## src/rtl/lab_pkg.sv

```systemverilog
// Shared definitions for the lab-board key input path: FSM state encoding
// and debounce timing constants.
package lab_pkg;

   // Key-encoder FSM: no debounced key down, or at least one key held.
   typedef enum logic {
      ST_IDLE = 1'b0,
      ST_HELD = 1'b1
   } kpe_state_e;

   // Board debounce window (about 2.5 ms at 100 MHz) and the short window
   // used to keep simulations fast.
   localparam int DB_CYCLES_DEF = 250000;
   localparam int DB_CYCLES_SIM = 4;

   // Default debounce counter width; must hold DB_CYCLES_DEF-1.
   localparam int CNT_W_DEF     = 18;

endpackage : lab_pkg

```

## src/rtl/debounce_bit.sv

```systemverilog
// One key line: 2-flop synchroniser followed by a counter that accepts a new
// level only after it has differed from the stable level for DB_CYCLES
// consecutive clocks. Any return to the stable level restarts the count.
module debounce_bit
   import lab_pkg::*;
#(
   parameter int DB_CYCLES = DB_CYCLES_DEF,
   parameter int CNT_W     = CNT_W_DEF
) (
   input  logic clk,
   input  logic rst_n,
   input  logic in_n,
   output logic stable_n
);

   logic             sync0_q, sync0_d;
   logic             sync1_q, sync1_d;
   logic             stable_q, stable_d;
   logic [CNT_W-1:0] cnt_q, cnt_d;

   // Next-state for the synchroniser, debounce counter and accepted level.
   always_comb begin
      sync0_d  = in_n;
      sync1_d  = sync0_q;
      stable_d = stable_q;
      cnt_d    = cnt_q;
      if (sync1_q == stable_q) begin
         cnt_d = '0;
      end else if (cnt_q == CNT_W'(DB_CYCLES - 1)) begin
         stable_d = sync1_q;
         cnt_d    = '0;
      end else begin
         cnt_d = cnt_q + CNT_W'(1);
      end
   end

   // State registers; reset treats the line as released (high).
   always_ff @(posedge clk or negedge rst_n) begin
      if (!rst_n) begin
         sync0_q  <= 1'b1;
         sync1_q  <= 1'b1;
         stable_q <= 1'b1;
         cnt_q    <= '0;
      end else begin
         sync0_q  <= sync0_d;
         sync1_q  <= sync1_d;
         stable_q <= stable_d;
         cnt_q    <= cnt_d;
      end
   end

   assign stable_n = stable_q;

endmodule : debounce_bit

```

## src/rtl/key_priority_encoder.sv

```systemverilog
// Registered 8-to-3 priority encoder for active-low key lines. Each line is
// synchronised and debounced on its own; the debounced vector is encoded
// (highest index wins) and a small FSM turns changes of that encoding into
// press / release strobes. All outputs come straight from flops.
module key_priority_encoder
   import lab_pkg::*;
#(
   parameter int N         = 8,
   parameter int CODE_W    = 3,
   parameter int DB_CYCLES = DB_CYCLES_DEF,
   parameter int CNT_W     = CNT_W_DEF
) (
   input  logic              clk,
   input  logic              rst_n,
   input  logic [N-1:0]      in_n,
   output logic [CODE_W-1:0] code,
   output logic              valid,
   output logic              press_stb,
   output logic              rel_stb
);

   logic [N-1:0]      stable_n;
   logic [N-1:0]      act;
   logic              any_act;
   logic [CODE_W-1:0] idx;

   kpe_state_e        state_q, state_d;
   logic [CODE_W-1:0] code_q, code_d;
   logic              valid_q, valid_d;
   logic              press_stb_q, press_stb_d;
   logic              rel_stb_q, rel_stb_d;

   for (genvar g = 0; g < N; g++) begin : g_line
      debounce_bit #(
         .DB_CYCLES (DB_CYCLES),
         .CNT_W     (CNT_W)
      ) u_db (
         .clk      (clk),
         .rst_n    (rst_n),
         .in_n     (in_n[g]),
         .stable_n (stable_n[g])
      );
   end

   // Priority encode the debounced pressed set; the ascending scan lets the
   // highest pressed index overwrite lower ones.
   always_comb begin
      act     = ~stable_n;
      any_act = |act;
      idx     = '0;
      for (int i = 0; i < N; i++) begin
         if (act[i]) idx = CODE_W'(i);
      end
   end

   // FSM next state and registered outputs; strobes default low so each
   // event lasts one cycle, and the branches keep press and release exclusive.
   always_comb begin
      state_d     = state_q;
      code_d      = code_q;
      valid_d     = valid_q;
      press_stb_d = 1'b0;
      rel_stb_d   = 1'b0;
      case (state_q)
         ST_IDLE: begin
            if (any_act) begin
               state_d     = ST_HELD;
               code_d      = idx;
               valid_d     = 1'b1;
               press_stb_d = 1'b1;
            end
         end
         ST_HELD: begin
            if (!any_act) begin
               state_d   = ST_IDLE;
               valid_d   = 1'b0;
               rel_stb_d = 1'b1;
            end else if (idx != code_q) begin
               code_d      = idx;
               press_stb_d = 1'b1;
            end
         end
         default: begin
            state_d = ST_IDLE;
            valid_d = 1'b0;
         end
      endcase
   end

   // FSM state and output registers.
   always_ff @(posedge clk or negedge rst_n) begin
      if (!rst_n) begin
         state_q     <= ST_IDLE;
         code_q      <= '0;
         valid_q     <= 1'b0;
         press_stb_q <= 1'b0;
         rel_stb_q   <= 1'b0;
      end else begin
         state_q     <= state_d;
         code_q      <= code_d;
         valid_q     <= valid_d;
         press_stb_q <= press_stb_d;
         rel_stb_q   <= rel_stb_d;
      end
   end

   assign code      = code_q;
   assign valid     = valid_q;
   assign press_stb = press_stb_q;
   assign rel_stb   = rel_stb_q;

endmodule : key_priority_encoder

```

## config.mk

```make
export PLATFORM = sky130hd
export DESIGN_NAME = key_priority_encoder
export DESIGN_NICKNAME = d
export VERILOG_FILES = /design/src/rtl/lab_pkg.sv /design/src/rtl/debounce_bit.sv /design/src/rtl/key_priority_encoder.sv
export SDC_FILE = /design/constraint.sdc
export NUM_CORES = 1
export LEC_CHECK = 0
export CAP_MARGIN = 10
export CELL_PAD_IN_SITES_DETAIL_PLACEMENT = 0
export CELL_PAD_IN_SITES_GLOBAL_PLACEMENT = 1
export CORE_AREA = 2 2 132 134
export DETAILED_ROUTE_END_ITERATION = 7
export DIE_AREA = 0 0 134 136
export GPL_ROUTABILITY_DRIVEN = 0
export PLACE_DENSITY_LB_ADDON = 0.1
export SETUP_SLACK_MARGIN = 0.3
export SYNTH_ARGS = -nofsm -noshare
export SYNTH_HDL_FRONTEND = slang
export SYNTH_HIERARCHICAL = 1
export SYNTH_SLANG_ARGS = --single-unit
```

## constraint.sdc

```tcl
create_clock -name clk -period 5.5 [get_ports clk]
set_input_delay 1.1 -clock clk [delete_from_list [all_inputs] [get_ports clk]]
set_output_delay 1.1 -clock clk [all_outputs]
set_load 0.1 [all_outputs]
```

==> key figures <==
Status
  • Status: completed

Synth
  • FF+latch count, synth: ~180
  • Synth Area in Adders: around 1.3%
  • Largest family of logic cells by synthesized area: simple AND/OR/NAND/NOR gates
  • Mapped Avg Cell Area: between 10 and 15 µm²
  • Synth cell types: 33
  • XOR/XNOR Fraction of Synth Area: between 10% and 20%
  • Post-synthesis sequential area ratio: 51.1%
  • Yosys warns: 6
  • Cell area after synthesis: 0.00862 mm²
  • Syn Nets: 842
  • Complex-gate fraction of the synthesized area: 5.38%
  • Instance count of the mapped netlist: 823
  • Post-synthesis mux area share: 1.39%
  • Synth Area in Simple Gates: 26.1%

Layout
  • Layout cells sized above 1: 13.6%
  • Storage element area: about 0.0044 mm²
  • FILL cells: 1435
  • Nets: 862
  • Multi-input logic area: around 0.0040 mm²
  • Final Util: 56.6%
  • Layout area overhead: 10.7%
  • Antenna cells: 0

Worst setup path
  • Worst Setup End Kind: output port
  • Slack of the worst reg-to-reg path: 3.15 ns
  • CP Cell Sequence: clkdlybuf4s50_1
  • Delay-heaviest family, CP: buffers and inverters
  • Slowest CP cell: clkdlybuf4s50_1
  • Worst setup SP type: register
  • Buf/Inv on CP: 1
  • Worst Path Max Fanout: 3
  • CP max stage delay: between 1 and 1.5 ns
  • WS Path Type: reg2out
  • Worst EP required: 4.40 ns
  • CP Data Arrival Time: 1.95 ns

STA
  • Unrepaired setup endpoints after global routing: false
  • Max frequency: 0.328 GHz
  • Final worst path period share: 55.5%
  • Fin crit period: 3.05 ns
  • Max Clock Skew: ~0.0068 ns
  • Max Slew Vio Count: 0
  • Final Hold Vio Count: 0
  • Setup TNS: 0 ns
  • Setup WS post-layout: about 2.4 ns
  • Max_slew headroom: 32.5%
  • # setup viols final: 0
  • Worst-margin pin slew: 1.01 ns

CTS
  • # clock sinks: 175
  • CTS resizes: 0
  • Root Buffer: clkbuf_16
  • CTS buffer count: 17
  • H-tree depth: 4
  • Longest Clk Path Bufs: 2
  • Clk Latency, worst-skew pair: 0.42 ns
  • Hold Buf Count CTS: 0
  • CTS tree: built
  • Clk slew on worst S/H paths: 0.06 ns
  • Postcts setup bufs: 0

Power and ir drop
  • Final total power: 2.63 mW
  • LEAKAGE: 3.80 nW
  • Pwr per Cell Area: 276 mW/mm²
  • VDD IR max: 237 µV

Floorplanning
  • Die height: 136 µm
  • Die width: 134 µm
  • Die area: 0.0182 mm²
  • I/O pin total: 16
  • Core box area: 0.0169 mm²
  • Rows: 48
  • Initial Util: 51.1%

Route
  • Via count: 6045
  • Post-DR wirelength/cell: 14.9 µm
  • Initial DRC count: 413
  • Detailed-route DRC error count: 0
  • Routed WL: 16100 µm
  • Vias per cell: roughly 5.6
  • Post-DRT Antenna Nets: 0
  • DRT Pass-1 Iters: 6

Global routing
  • Pin count of the biggest net entering global routing: 95
  • First-pass GRT wire length: roughly 28000 µm
  • GRT overflow: 0
  • Vias in the first global route: 5982
  • Initial antenna violation count: 0
  • Overall Global Routing Usage: 19.1%

Placed design
  • Pre-CTS WS: 2.88 ns
  • HPWL after DPL: 10700 µm
  • IO buf count: 15

Worst hold path
  • HP Class: reg2reg

Flow run
  • Max Cap Viol: 0
## worst paths after layout
kind | end | start | depth (start not counted)
setup / recovery | code[2] | code[2] | 1
hold / removal | g_line[1].u_db/sync1_q | g_line[1].u_db/sync0_q | 0
setup reg to reg | g_line[7].u_db/cnt_q[10] | g_line[7].u_db/cnt_q[0] | 4
hold reg to reg | g_line[1].u_db/sync1_q | g_line[1].u_db/sync0_q | 0
max in group asynchronous | g_line[2].u_db/sync0_q | rst_n | 2
min in group asynchronous | g_line[4].u_db/cnt_q[5] | rst_n | 1
## stage by stage
step / cell area [µm²] / cells / hold slack (ns)
finish: 9550 / 1081 / 0.354
global route: 9550 / 1081 / 0.361
CTS: 9550 / 1081 / 0.354
detailed placement: 8950 / 1049 / 0.349
global placement: 8950 / 1049 / 0.346
floorplan: 8620 / 823 / 0.345
## cells in the final DEF, fill, tap and decap left out, drive strengths merged
cell type,netlist,routed
o21ai,20,20
dfstp,24,24
clkinv,0,4
dfrtp,151,151
nor3,16,16
ha,9,9
a31oi,1,1
clkdlybuf4s50,0,14
o41ai,8,8
bufinv,0,3
a41oi,1,1
nand3,58,58
nor2,145,145
nand2,51,51
xor2,41,41
clkbuf,8,25
nand2b,8,8
nor4,56,56
mux2,10,10
buf,8,3
xnor2,82,82
and3,8,8
or3,8,8
and4,8,8
nand4,50,50
o21bai,1,1
or4,16,16
inv,19,19
a21oi,16,16
## cell type report
type / instances / share of cell area, %
Sequential cell: 175 / 46.2
Multi-Input combinational cell: 613 / 42.1
Clock buffer: 25 / 5.09
Tap cell: 225 / 2.95
Timing Repair Buffer: 17 / 1.74
Clock inverter: 7 / 1.15
Inverter: 19 / 0.747
## kinds of logic after synthesis
group                    after synthesis
XOR/XNOR                             123
multiplexers                          10
adder cells (fa/ha/maj)                9
buffers and inverters                 35
AND/OR/NAND/NOR                      424
AO/OA/AOI/OAI                         47
flip-flops                           175
## metal layers
layer  share of wire, %  track usage, %  wire length [µm]
met1                 48            25.3              7760
met2                 48            31.8              7770
met3                2.2            3.95               360
met4                1.2            5.38               196
met5                  0               0                 0
## flip-flops by register name, summed over array words and instances (netlist names)
signal                count
code                      3
g_line.u_db/cnt_q       144
g_line.u_db/stable_n      8
g_line.u_db/sync0_q       8
g_line.u_db/sync1_q       8
press_stb                 1
rel_stb                   1
state_q                   1
valid                     1
## cells in the mapped netlist
cell type    n  area (µm²)
a31oi_1      1        6.26
o21ai_0     20         100
nand2b_1     8        50.1
inv_2        1        3.75
nor4_1      56         350
or4_4        8        90.1
or4_1        8        60.1
dfrtp_1    151        3780
mux2_2       8        90.1
a41oi_1      1        8.76
xnor2_1     82         718
o41ai_4      8         220
xor2_1      41         359
dfstp_2     24         631
ha_1         9         113
o21bai_4     1        18.8
nor2_1     144         541
nand2_1     51         191
inv_1       18        67.6
a21oi_1      8        40.0
or3_1        8        50.1
nand3_2      8        80.1
clkbuf_1     8        30.0
nor2_2       1        6.26
buf_6        8        90.1
nor3_1      16        80.1
a21oi_2      8        70.1
and4_1       8        70.1
and3_2       8        60.1
nand4_2      9         113
nand3_1     50         250
nand4_1     41         257
mux2_4       2        30.0
## power breakdown
group | switching (mW) | internal, mW
Combinational | 0.0565 | 0.0264
Sequential | 0.0208 | 1.31
Clock | 0.466 | 0.749
(Power assumes the default switching activity.)
